### src/rtl/pp_accum.sv
// Radix-16 partial-product accumulator.
// Sums NUM_PP partial products, each weighted by 16^k, into a 2*WIDTH-bit
// product. There is a valid/ready handshake on the partial-product input and
// on the product output. The FSM runs IDLE -> ACC -> DONE. A new start in DONE
// skips IDLE so products can be issued back to back.
module pp_accum #(
  // Default matches the multiplier datapath width (mul_pkg::WIDTH).
  parameter int unsigned WIDTH  = 32,
  parameter int unsigned NUM_PP = WIDTH / 4 + 1
) (
  input  logic                 clk,
  input  logic                 rst_n,
  input  logic                 start_i,
  input  logic                 pp_valid_i,
  output logic                 pp_ready_o,
  input  logic [WIDTH+2:0]     pp_i,
  input  logic                 pp_neg_i,
  output logic [2*WIDTH-1:0]   prod_o,
  output logic                 prod_valid_o,
  input  logic                 prod_ready_i,
  output logic                 busy_o
);

  localparam int unsigned AccW  = 2 * WIDTH;
  localparam int unsigned PpW   = WIDTH + 3;
  localparam int unsigned FillW = AccW - PpW;
  localparam int unsigned KW    = (NUM_PP > 1) ? $clog2(NUM_PP) : 1;
  localparam logic [KW-1:0] KLast = KW'(NUM_PP - 1);

  typedef enum logic [1:0] {
    StIdle,
    StAcc,
    StDone
  } state_e;

  state_e            state_q, state_d;
  logic [AccW-1:0]   acc_q, acc_d;
  logic [KW-1:0]     k_q, k_d;

  logic              hs;
  logic              clear;
  logic              pp_fill;
  logic [AccW-1:0]   pp_ext;
  logic [AccW-1:0]   pp_shifted;

  // A partial product is taken only while the FSM is in ACC.
  assign hs = pp_valid_i & pp_ready_o;

  // A new product begins from IDLE, or from DONE when the current product is taken.
  assign clear = start_i & ((state_q == StIdle) | ((state_q == StDone) & prod_ready_i));

  // Negative partial products arrive as WIDTH+3-bit two's complement, and their
  // MSB alone cannot show the sign: +8A may have its MSB set. The sign comes from
  // pp_neg_i. A negated zero must still extend as zero.
  assign pp_fill    = pp_neg_i & (|pp_i);
  assign pp_ext     = {{FillW{pp_fill}}, pp_i};
  assign pp_shifted = pp_ext << {k_q, 2'b00};

  // State, accumulator and digit index registers with synchronous reset.
  always_ff @(posedge clk) begin
    if (!rst_n) begin
      state_q <= StIdle;
      acc_q   <= '0;
      k_q     <= '0;
    end else begin
      state_q <= state_d;
      acc_q   <= acc_d;
      k_q     <= k_d;
    end
  end

  // Next-state logic.
  always_comb begin
    state_d = state_q;
    unique case (state_q)
      StIdle: begin
        if (start_i) state_d = StAcc;
      end
      StAcc: begin
        if (hs && (k_q == KLast)) state_d = StDone;
      end
      StDone: begin
        if (prod_ready_i) state_d = start_i ? StAcc : StIdle;
      end
      default: state_d = StIdle;
    endcase
  end

  // Accumulator and digit index update: clear on a new product, add on a handshake.
  always_comb begin
    acc_d = acc_q;
    k_d   = k_q;
    if (clear) begin
      acc_d = '0;
      k_d   = '0;
    end else if (hs) begin
      acc_d = acc_q + pp_shifted;
      k_d   = k_q + 1'b1;
    end
  end

  // Handshake and status outputs decode the state register only.
  always_comb begin
    pp_ready_o   = 1'b0;
    prod_valid_o = 1'b0;
    busy_o       = 1'b1;
    unique case (state_q)
      StIdle:  busy_o       = 1'b0;
      StAcc:   pp_ready_o   = 1'b1;
      StDone:  prod_valid_o = 1'b1;
      default: busy_o       = 1'b0;
    endcase
  end

  assign prod_o = acc_q;

  // A presented product must hold steady until the consumer takes it.
  a_prod_stable : assert property (@(posedge clk) disable iff (!rst_n)
    (state_q == StDone && !prod_ready_i) |=> (prod_valid_o && $stable(prod_o)));

  // No accumulation may happen outside ACC.
  a_no_acc_outside : assert property (@(posedge clk) disable iff (!rst_n)
    (state_q != StAcc && !clear) |=> $stable(prod_o));

endmodule
### config.mk
export PLATFORM = sky130hd
export DESIGN_NAME = pp_accum
export DESIGN_NICKNAME = d
export VERILOG_FILES = /design/src/rtl/pp_accum.sv
export SDC_FILE = /design/constraint.sdc
export NUM_CORES = 1
export LEC_CHECK = 0
export BUFFER_PORTS_ARGS = -buffer_cell sky130_fd_sc_hd__buf_4
export CORE_ASPECT_RATIO = 1.4
export CORE_MARGIN = 5
export CORE_UTILIZATION = 45
export CTS_CLUSTER_DIAMETER = 200
export DETAILED_ROUTE_END_ITERATION = 16
export GPL_ROUTABILITY_DRIVEN = 0
export HOLD_SLACK_MARGIN = 0.02
export PLACE_DENSITY = 0.67
export SYNTH_ARGS = -nofsm -noshare
export SYNTH_HDL_FRONTEND = slang
export SYNTH_SLANG_ARGS = --single-unit
### constraint.sdc
create_clock -name clk -period 5.6 [get_ports clk]
set_input_delay 1.68 -clock clk [delete_from_list [all_inputs] [get_ports clk]]
set_output_delay 1.68 -clock clk [all_outputs]
set_load 0.005 [all_outputs]
# Yosys cells after proc, flatten, opt, wreduce, memory -nomap -nowiden

Cells that the tools add are included.

Flip-flop bits (word level): 70
Input port bits: 41
Output and inout port bits: 67
Logic and storage cells: 32

$add $sub $neg: 2
Equal/unequal tests: 6
Shift-type cells: 1
Multiplexer cells: 8
Bitwise gates (word level): 6
Reduce and logical (&&, ||, !) cells: 6

Operator list:

| cell                | count |
|---|---|
| $add 64x64->64      | 1 |
| $shl 64x6->64       | 1 |
| $reduce_or 35->1    | 1 |
| $mux 2              | 3 |
| $ne 2x2->1 const B  | 3 |
| $pmux 2 s3          | 1 |
| $add 4x1->4 const B | 1 |
| $and 1x1->1         | 4 |
| $eq 4x4->1 const B  | 1 |
| $mux 1              | 4 |
| $reduce_or 2->1     | 2 |
| $reduce_and 3->1    | 1 |
| $eq 2x1->1 const B  | 1 |
| $eq 2x2->1 const B  | 1 |
| $logic_not 2->1     | 1 |
| $logic_and 1x1->1   | 1 |
| $not 1->1           | 1 |
| $or 1x1->1          | 1 |

# Longest topological paths before layout

Gate-level depths: netlist (run 1).

Word-level depth: 6
Mapped depth: 20

# Worst setup path before layout (run 1)

OpenSTA, ideal clock, no wires.

Path kind: input -> register
Start point: input port pp_i[0]
End point: register acc_q[63], in the netlist prod_o[63]
Library setup time: 124 ps
Arrival time: 5249 ps
Path slack: 227 ps
Cell stages on the path: 19
Path through: nor4_1 nand4_1 o31ai_1 nand2_1 o21ai_0 mux2i_1 a21oi_1 o22ai_1 ha_1 clkbuf_1 a21oi_1 o21ai_0 o21bai_1 or4_1 o21ai_0 a21oi_1 o21a_1 o21ai_0 o31ai_1

Word-level cells in the longest chain between the ends: 4

Ends and longest elaborated chain:

| item                   | line | RTL |
|---|---|---|
| start: declaration     | 16   | `input logic [WIDTH+2:0] pp_i,` |
| $reduce_or 35->1       | 55   | `assign pp_fill = pp_neg_i & (\|pp_i);` |
| $and 1x1->1            | 55   |  |
| $shl 64x6->64 *        | 57   | `assign pp_shifted = pp_ext << {k_q, 2'b00};` |
| $add 64x64->64 *       | 97   | `acc_d = acc_q + pp_shifted;` |
| end signal: assignment | 63   | `acc_q <= '0;` |
| end signal: assignment | 67   | `acc_q <= acc_d;` |
| end: declaration       | 37   | `logic [AccW-1:0] acc_q, acc_d;` |

Mark *: on every way between the ends. The rest lies on a longest branch, timed or not.
A chain may end at the register's enable or synchronous reset.

# Worst setup path in the final report (run 1)

Start point: input port pp_i[28]
End point: register acc_q[49], in the netlist prod_o[49]

Same word-level chain as after synthesis.

==> results.yml, run 1 <==
setup_path:
  path_delay_family: "compound AO/OA/AOI/OAI gates"
  required_ns: 5.82
  crit_type: "input pin to flip-flop"
  critPathArrivalTime_ns: 5.58
  cp_slowest_stage_delay_ns: 0.56
  cp_max_fo: 5
  critPathBufInv: 3
  crit_path_end_kind: "flip-flop"
  worst_path_max_delay_cell: "or4_1"
  crit_chain: "buf_4, nor4_1, nand4_1, o31ai_2, buf_4, nand2_1, buf_4, a22oi_1, o22ai_2, ha_1, a21oi_1, o21ai_1, o21bai_1, or4_1, o21ai_0, o21ai_0, xnor2_1, o21ai_0"
  start_kind: "input pin"
power:
  leakagePower_nw: 4.49
  vdd_drop_max_mv: 0.138
  powerDensity_nw_per_um2: 251
drt:
  met3_length_mm: 1.80
  wl_per_cell_um: 18.5
  met1Wirelength_mm: 11.1
  num_vias: 9619
  ant_nets: 0
  drc: 0
  firstDrtPassIters: 8
  first_iter_violations: 786
  drt-total-wl_mm: 29.6
  top_layer: "met4"
  viasPerCell: 6.01
  routed-wl-met2_mm: 14.8
finish:
  multi_input_area_sq_um: 6150
  drive_gt1_frac: 0.233
  seqCellArea_sq_um: 1400
  design_area_sq_um: 10200
  num_antenna_cells: 0
  nets: 1470
  fillers: 1652
  flow.area_growth_from_synthesis_pct: 29.6
floorplanning:
  rows: 57
  die_area_sq_um: 20200
  die_width_um: 122
  pin_count: 108
  die_height_um: 166
  core_sq_um: 17300
  start_util: 0.455
yosys:
  synth_edf_count: 0
  yosysMostFrequentCell: "a21oi_1"
  synth_flop_cell: "dfxtp_1"
  netlist-cell-type-count: 64
  ys_seq_area_frac: 0.178
  ys_warn_count: 0
  synth_area_sq_um: 7850
  syn-instance-count: 1159
  synth.largest_area_cell: "dfxtp_1"
  synth_top_area_share: 0.178
  avgSynthCellArea_sq_um: 6.77
  synth_nets: 1270
  synth_common_cells: "a21oi_1, nand2_1, nor2_1, o21ai_0, dfxtp_1"
  synth_area_leaders: "dfxtp_1, ha_1, a21oi_1"
  synth-seq-cells: 70
  ys_async_sr_fraction: 0
clocking:
  path_clk_slew_ns: 0.06
  clkLatencyLatePin_ns: 0.35
  cts_resized: 0
  cts_hold_buf: 0
  h-tree-depth: 3
  clock_path_buffers: 2
  clock_sinks: 70
  cts_buffers: 9
  cts_root_buffer: "clkbuf_16"
  cts_tree: "built"
  cts_setup_buffers: 0
worst_hold_path:
  min_path_type: "flip-flop to flip-flop"
job:
  cap_violations: 0
sta:
  fmax_mhz: 187
  tightest_slew_ns: 0.919
  hold_viol: 0
  fin_crit_ns: 5.35
  skew_ns: 0.00687
  finalMaxSlewViolations: 0
  finalCritPeriodShare: 0.956
  maxSlewHeadroom: 0.387
  final.setup.tns_ns: 0
  finalSetupViolCount: 0
grt:
  grt_pass1_vias: 9070
  antenna_found_initial: 0
  grt_pass1_wl_mm: 46.5
  grt_use_total: 0.286
  grt_max_degree: 52
  gr-total-overflow: 0
placement:
  port_buffers: 107
  place_hpwl_mm: 23.7
  postPlaceCellArea_sq_um: 9860
run_status:
  status: "completed"
placed cells by master (no fill, tap or decap), types with 3 or more instances in the layout:
cell type | synthesis | layout
clkinv_2 | 0 | 3
o21ai_0 | 88 | 84
mux2_2 | 17 | 17
buf_4 | 0 | 263
o31ai_1 | 4 | 3
a21oi_1 | 165 | 163
inv_1 | 20 | 20
xor2_1 | 23 | 23
dfxtp_1 | 70 | 68
o22ai_1 | 16 | 15
a211oi_1 | 17 | 17
a31oi_1 | 17 | 17
o21bai_1 | 11 | 11
nand3_1 | 33 | 33
xnor2_1 | 28 | 28
nand4_1 | 24 | 24
nor2b_1 | 17 | 17
a22oi_1 | 4 | 4
clkbuf_16 | 0 | 9
mux2i_1 | 32 | 32
o21a_1 | 8 | 8
and3_1 | 9 | 9
a311o_1 | 6 | 6
nand2b_1 | 5 | 5
a21o_1 | 25 | 25
nor3_1 | 18 | 18
nand2_1 | 164 | 163
ha_1 | 69 | 69
o211ai_1 | 3 | 3
or3_1 | 4 | 4
o21ai_1 | 2 | 4
nor2_1 | 134 | 133
nor4_1 | 12 | 10
path summary, 6_finish.rpt:
check	start	end	slack [ns]	cells past startpoint
min	prod_o[27]	prod_o[27]	0.48	2
min reg2reg	prod_o[27]	prod_o[27]	0.48	2
max reg2reg	k_q[0]	prod_o[56]	0.58	17
max	pp_i[28]	prod_o[49]	0.25	18
report_power, final:
part | switching (mW) | leakage, nW | internal, mW | total, mW
clock | 0.230 | 0.132 | 0.310 | 0.540
combinational | 0.784 | 3.79 | 0.610 | 1.39
sequential | 0.0648 | 0.567 | 0.550 | 0.615
flip-flops by register name (all words and copies together) (netlist names):
register  count
k_q           4
prod_o       64
state_q       2
worst register-to-register path, stage by stage, from the launching register on:
cell and delay [ns]:
dfxtp_1 0.92, buf_4 0.36, mux2_2 0.36, a21oi_1 0.31
mux2_2 0.24, nor2_1 0.05, ha_1 0.32, nand4_1 0.14
nor4_1 0.43, buf_4 0.19, nand3_1 0.07, o31a_1 0.31
a2111oi_1 0.44, buf_4 0.18, nor2_1 0.10, nor2_1 0.16
mux2i_1 0.19, o311ai_0 0.13
layer usage:
| metal | track usage | vias up |
|---|---|---|
| met5 | 0 | - |
| met4 | 0.165 | 0 |
| met3 | 0.0450 | 130 |
| met2 | 0.506 | 415 |
| met1 | 0.320 | 4444 |
| li1 | - | 4630 |
logic make-up (layout without fill, tap and decap cells):
family / Yosys count / after routing / synth area share
AO/OA/AOI/OAI: 395 / 395 / 0.302
XOR/XNOR: 51 / 51 / 0.0569
adder cells (fa/ha/maj): 70 / 70 / 0.113
buffers and inverters: 96 / 301 / 0.0461
flip-flops: 70 / 70 / 0.178
multiplexers: 49 / 49 / 0.0652
AND/OR/NAND/NOR: 428 / 428 / 0.239
cell type report:
cell class / instances / share of cell area
multi-input cells: 993 / 0.604
repair buffers: 263 / 0.194
flip-flops and latches: 70 / 0.138
well taps: 236 / 0.0290
clock buffers: 12 / 0.0242
inverters: 22 / 0.00812
clock inverters: 4 / 0.00221
through the flow:
step	std cells	total power [mW]	hold slack (ns)	setup slack [ns]	util
after CTS	1600	2.53	0.478	0.0158	0.587
after global routing	1600	2.71	0.502	-0.00119	0.589
after detailed placement	1584	1.99	0.470	-0.321	0.571
after floorplan	1159	1.39	0.456	0.227	-
after global placement	1584	1.98	0.463	-0.174	0.571
final	1600	2.55	0.477	0.246	0.589
Note: power is estimated with default switching activity, not from simulation.
==> run 2: changes to the inputs <==
Settings changed: ABC_AREA set to 1, PLACE_DENSITY 0.67 to 0.66.
==> run 2 against run 1 <==
Synthesized area up 31%. Count of clock-buffer cells in the layout down 1. Die area up 29%. Via count up 28%. Clock power up 9.3%. Critical endpoint unchanged. Cell area up 14%. Global-route usage up 0.20 points. Non-clock buffer count down 141. Cell count up 49%.
==> results.yml, run 2 <==
setup_path:
  critPathBufInv: 3
  cp_slowest_stage_delay_ns: 0.44
  critPathArrivalTime_ns: 4.97
  cp_max_fo: 8
  crit_type: "input pin to flip-flop"
  rr_startpoint: "k_q[1]"
  crit_start: "pp_i[7]"
  start_kind: "input pin"
  required_ns: 5.86
  critPathMostFrequentCell: "nand2_1"
  crit_path_end_kind: "flip-flop"
  path_delay_family: "simple AND/OR/NAND/NOR gates"
  crit_chain: "buf_4, nor2_1, nand2_1, nor2_1, nand4_1, nand2_1, nand2_1, o211ai_1, nand2_1, a21oi_1, nor2_1, ha_1, nand2_2, nor2_2, inv_1, nor4_1, nand3_1, nand4_1, nand3_1, nand2_1, inv_1"
  worst_path_max_delay_cell: "nor4_1"
yosys:
  synthMuxAreaShare: 0.00680
  synth_top_family_by_area: "simple AND/OR/NAND/NOR gates"
  ys_async_sr_fraction: 0
  synth_flop_cell: "dfxtp_1"
  yosysMostFrequentCell: "nand2_1"
  netlist-cell-type-count: 44
  ys_warn_count: 0
  avgSynthCellArea_sq_um: 5.13
  synth_top_area_share: 0.250
  synth_area_leaders: "nand2_1, dfxtp_1, inv_1"
  synth_edf_count: 0
  synth.largest_area_cell: "nand2_1"
  synth_area_sq_um: 10300
  ys_seq_area_frac: 0.136
  synth-seq-cells: 70
  synth_fa_ha_area_frac: 0.0857
  synth_compound_area_frac: 0.136
  synth-xor-area-share: 0.0272
  synth_nets: 2121
  synth_simple_gate_area_frac: 0.448
  syn-instance-count: 2010
  synth_common_cells: "nand2_1, inv_1, nor2_1, o21ai_0, nand3_1"
clocking:
  clock_sinks: 70
  clkLatencyLatePin_ns: 0.36
  cts_root_buffer: "clkbuf_16"
  path_clk_slew_ns: 0.06
  cts_buffers: 9
  cts_resized: 0
  cts_tree: "built"
  cts_hold_buf: 0
  clock_path_buffers: 2
  cts_setup_buffers: 0
  h-tree-depth: 3
finish:
  final_cell_mix: "nand2_1, inv_1, nor2_1"
  flow.area_growth_from_synthesis_pct: 12.7
  finalNonFillerCells: 2390
  final_common_cell: "nand2_1"
  num_antenna_cells: 0
  largest_reg_flops: 64
  drive_gt1_frac: 0.0847
  nets: 2198
drt:
  drt-total-wl_mm: 38.0
  drc: 0
  num_vias: 12300
  first_iter_violations: 1145
  firstDrtPassIters: 5
  viasPerCell: 5.17
  ant_nets: 0
  wl_per_cell_um: 15.9
floorplanning:
  die_width_um: 138
  die_area_sq_um: 26100
  die_height_um: 189
  rows: 65
  start_util: 0.458
  core_sq_um: 22500
  pin_count: 108
grt:
  grt_pass1_vias: 11300
  met2_usage: 0.482
  busiest_layer: "met2"
  grt_max_degree: 67
  met1_usage: 0.337
  grt_pass1_wl_mm: 58.7
  gr-total-overflow: 0
  grt_use_total: 0.288
  use_met3: 0.0439
  antenna_found_initial: 0
sta:
  finalMaxSlewViolations: 0
  finalCritPeriodShare: 0.840
  fmax_mhz: 213
  hold_viol: 0
  rsz0062_at_grt: "no"
  tightest_slew_ns: 0.937
  skew_ns: 0.00911
  maxSlewHeadroom: 0.375
  fin_ws_ns: 0.894
  final.setup.tns_ns: 0
  finalSetupViolCount: 0
  fin_crit_ns: 4.71
power:
  powerDensity_nw_per_um2: 278
  leakagePower_nw: 6.99
  power_mw: 3.23
  vdd_drop_max_mv: 0.170
worst_hold_path:
  min-delay-start: "prod_o[0]"
  min_path_type: "flip-flop to flip-flop"
job:
  cap_violations: 0
placement:
  dp_worst_setup_slack_ns: 0.595
  place_hpwl_mm: 31.7
  port_buffers: 107
  dp_cells: 2377
run_status:
  status: "completed"
## run 2: cell count changes after synthesis, sizes merged, moves of 31 or more
cell    previous run  this run
a21oi            165       110
clkbuf            63        32
inv               21       373
nand2            164       700
nand3             33       114
nor2             134       283
## run 2: cell type report
cell class | count | area, sq um
Fill cell | 2460 | 10900
Multi-Input combinational cell | 1510 | 7250
Inverter | 374 | 1400
Timing Repair Buffer | 122 | 916
Tap cell | 301 | 377
Clock buffer | 11 | 243
Clock inverter | 2 | 35.0
Sequential cell | 70 | 1400
## run 2: power by group
group	switching, mW	internal [mW]
combinational	1.30	0.661
clock	0.241	0.349
sequential	0.0889	0.583
## run 2: kinds of logic (layout without fill, tap and decap cells)
family	after synthesis	after routing
buffers and inverters	430	509
flip-flops	70	70
adder cells (fa/ha/maj)	70	70
AO/OA/AOI/OAI	264	264
XOR/XNOR	32	32
AND/OR/NAND/NOR	1137	1137
multiplexers	7	7
## run 2: worst min-delay path, delay by kind of cell (launching register included)
family           cells  cell delay [ns]
flip-flops           1             0.32
AND/OR/NAND/NOR      1             0.07
AO/OA/AOI/OAI        1             0.05
## run 2: per-layer routing
layer  wire length (um)  vias up
met3               2800      127
met5                  0        -
met4               2790        0
met2              17400      523
met1              15000     5348
li1                   -     6347
## run 2: final timing paths
check	endpoint	slack (ns)	cells after the start
max	prod_o[49]	0.89	21
min	prod_o[0]	0.50	2
max reg2reg	prod_o[59]	1.41	21
min reg2reg	prod_o[0]	0.50	2
## run 2: per-stage QoR
stage | utilization | hold slack, ns | cell area (sq um)
after CTS | 0.516 | 0.497 | 11600
after floorplan | - | 0.474 | 10300
after global placement | 0.504 | 0.477 | 11300
final | 0.516 | 0.497 | 11600
after global routing | 0.516 | 0.555 | 11600
after detailed placement | 0.504 | 0.489 | 11300
==> run 3: changes to the inputs <==
Settings changed: PLACE_DENSITY 0.66 to unset.
Clock period 5.6 ns to 4.6 ns, I/O delays scaled along.
==> run 3 against run 2 <==
Routed wire length up 3.1%. Worst setup slack worse by 0.56 ns. Clock skew down 0.0031 ns. Sequential power increased by 22%. Global-route usage is 1.4 points higher. Count of clock-buffer cells in the layout is 2 lower. Combinational power grew 26%. Clock power is 27% higher. Register-to-register slack lost 0.51 ns. Worst hold slack worse by 0.0038 ns. Sequential share of layout area fell by 0.33 points. Critical path depth rose by 1.
==> results.yml, run 3 (synthesized netlist as in run 2, its figures left out) <==
sta:
  finalMaxSlewViolations: 0
  finalCritPeriodShare: 0.927
  skew_ns: 0.00603
  maxSlewHeadroom: 0.449
  tightest_slew_ns: 0.825
  fmax_mhz: 234
  hold_slack_ns: 0.493
  rsz0062_at_grt: "no"
  finalSetupViolCount: 0
  hold_viol: 0
  fin_crit_ns: 4.26
floorplanning:
  pin_count: 108
  start_util: 0.458
  rows: 65
  die_height_um: 189
  die_width_um: 138
  die_area_sq_um: 26100
  core_sq_um: 22500
power:
  leakagePower_nw: 7.18
  switching_share: 0.505
  combPwrFrac: 0.613
  clockPowerShare: 0.184
  powerDensity_nw_per_um2: 339
  p_seq_frac: 0.202
  internal_power_mw: 2.01
  switching_power_mw: 2.05
  vdd_drop_max_mv: 0.302
drt:
  first_iter_violations: 966
  viasPerCell: 5.08
  drc: 0
  ant_nets: 0
  num_vias: 12300
  firstDrtPassIters: 6
  wl_per_cell_um: 16.1
  drt-total-wl_mm: 39.2
setup_path:
  crit_type: "input pin to flip-flop"
  path_delay_family: "simple AND/OR/NAND/NOR gates"
  worst_path_max_delay_cell: "o21ai_0"
  required_ns: 4.87
  cp_slowest_stage_delay_ns: 0.38
  start_kind: "input pin"
  crit_path_end_kind: "flip-flop"
  critPathMostFrequentCell: "nand2_1"
  critPathBufInv: 6
  critPathArrivalTime_ns: 4.53
  cp_max_fo: 5
  crit_chain: "buf_4, inv_1, o21ai_0, o21ai_0, o21ai_0, inv_1, nor2_1, ha_1, nand2_1, inv_1, nand2_1, nand3_1, nand2_1, nand2_1, inv_1, nand3_1, nand2_1, nand2_1, nand2_1, nand3_1, nand2_1, inv_1"
finish:
  drive_gt1_frac: 0.104
  final_cell_mix: "nand2_1, inv_1, nor2_1"
  largest_reg_flops: 64
  design_area_sq_um: 12000
  num_antenna_cells: 0
  nets: 2236
  final_common_cell: "nand2_1"
  flow.area_growth_from_synthesis_pct: 15.9
placement:
  port_buffers: 107
  place_hpwl_mm: 32.5
  postPlaceCellArea_sq_um: 11600
clocking:
  cts_hold_buf: 0
  cts_buffers: 9
  cts_tree: "built"
  clock_path_buffers: 2
  cts_setup_buffers: 0
  path_clk_slew_ns: 0.07
  cts_resized: 0
  cts_root_buffer: "clkbuf_16"
  clock_sinks: 70
  clkLatencyLatePin_ns: 0.37
  h-tree-depth: 3
grt:
  gr-total-overflow: 0
  grt_max_degree: 97
  antenna_found_initial: 0
  grt_pass1_vias: 11500
  grt_pass1_wl_mm: 61.2
  grt_use_total: 0.303
run_status:
  status: "completed"
worst_hold_path:
  min_path_type: "flip-flop to flip-flop"
job:
  cap_violations: 0
==> run 3: area by class of cell <==
type / count / area [sq um]
fillers: 2567 / 10600
inverters: 374 / 1400
clock buffers: 9 / 225
clock inverters: 7 / 72.6
well taps: 301 / 377
repair buffers: 160 / 1210
multi-input cells: 1510 / 7260
flip-flops and latches: 70 / 1400
==> run 3: final timing paths <==
path | startpoint | to | slack [ns] | cells past startpoint
min | prod_o[0] | prod_o[0] | 0.49 | 2
max reg2reg | k_q[0] | prod_o[47] | 0.90 | 18
max | pp_i[16] | prod_o[58] | 0.34 | 22
min reg2reg | prod_o[0] | prod_o[0] | 0.49 | 2
==> run 3: worst register-to-register path: stages, from the launching register on <==
cell	delay [ns]
dfxtp_1	0.34
buf_4	0.37
o21ai_0	0.29
o21ai_0	0.48
nand2_1	0.14
nand2_1	0.11
nor2_1	0.11
ha_1	0.39
nand2_2	0.13
nor2_1	0.17
inv_2	0.07
nor2_1	0.29
a21oi_1	0.14
nand2_2	0.17
nand2_1	0.10
nand3_1	0.08
nand3_1	0.11
nand2_1	0.09
inv_1	0.04
==> run 3: metrics by stage <==
step / std cells / total power [mW] / setup TNS (ns) / setup WS, ns / utilization
2_1_floorplan: 2010 / 2.41 / 0 / 0.880 / -
4_1_cts: 2431 / 4.05 / 0 / 0.334 / 0.530
3_5_place_dp: 2415 / 3.29 / -0.0584 / -0.0388 / 0.517
6_report: 2431 / 4.05 / 0 / 0.335 / 0.531
5_1_grt: 2431 / 4.40 / 0 / 0.0208 / 0.531
3_3_place_gp: 2415 / 3.28 / 0 / 0.000178 / 0.517
==> run 3: metal layers <==
layer | global-route usage | part of all wire | vias up
li1 | - | - | 6414
met1 | 0.369 | 0.41 | 5417
met2 | 0.524 | 0.48 | 416
met3 | 0.0271 | 0.053 | 93
met4 | 0.151 | 0.053 | 0
met5 | 0 | 0 | -
==> run 3: power by group through the flow <==
stage / Sequential (mW) / Combinational, mW / Clock (mW)
floorplan: 0.803 / 1.61 / 0
global placement: 0.836 / 2.44 / 0
detailed placement: 0.836 / 2.45 / 0
CTS: 0.823 / 2.47 / 0.762
global route: 0.835 / 2.78 / 0.788
finish: 0.820 / 2.48 / 0.748
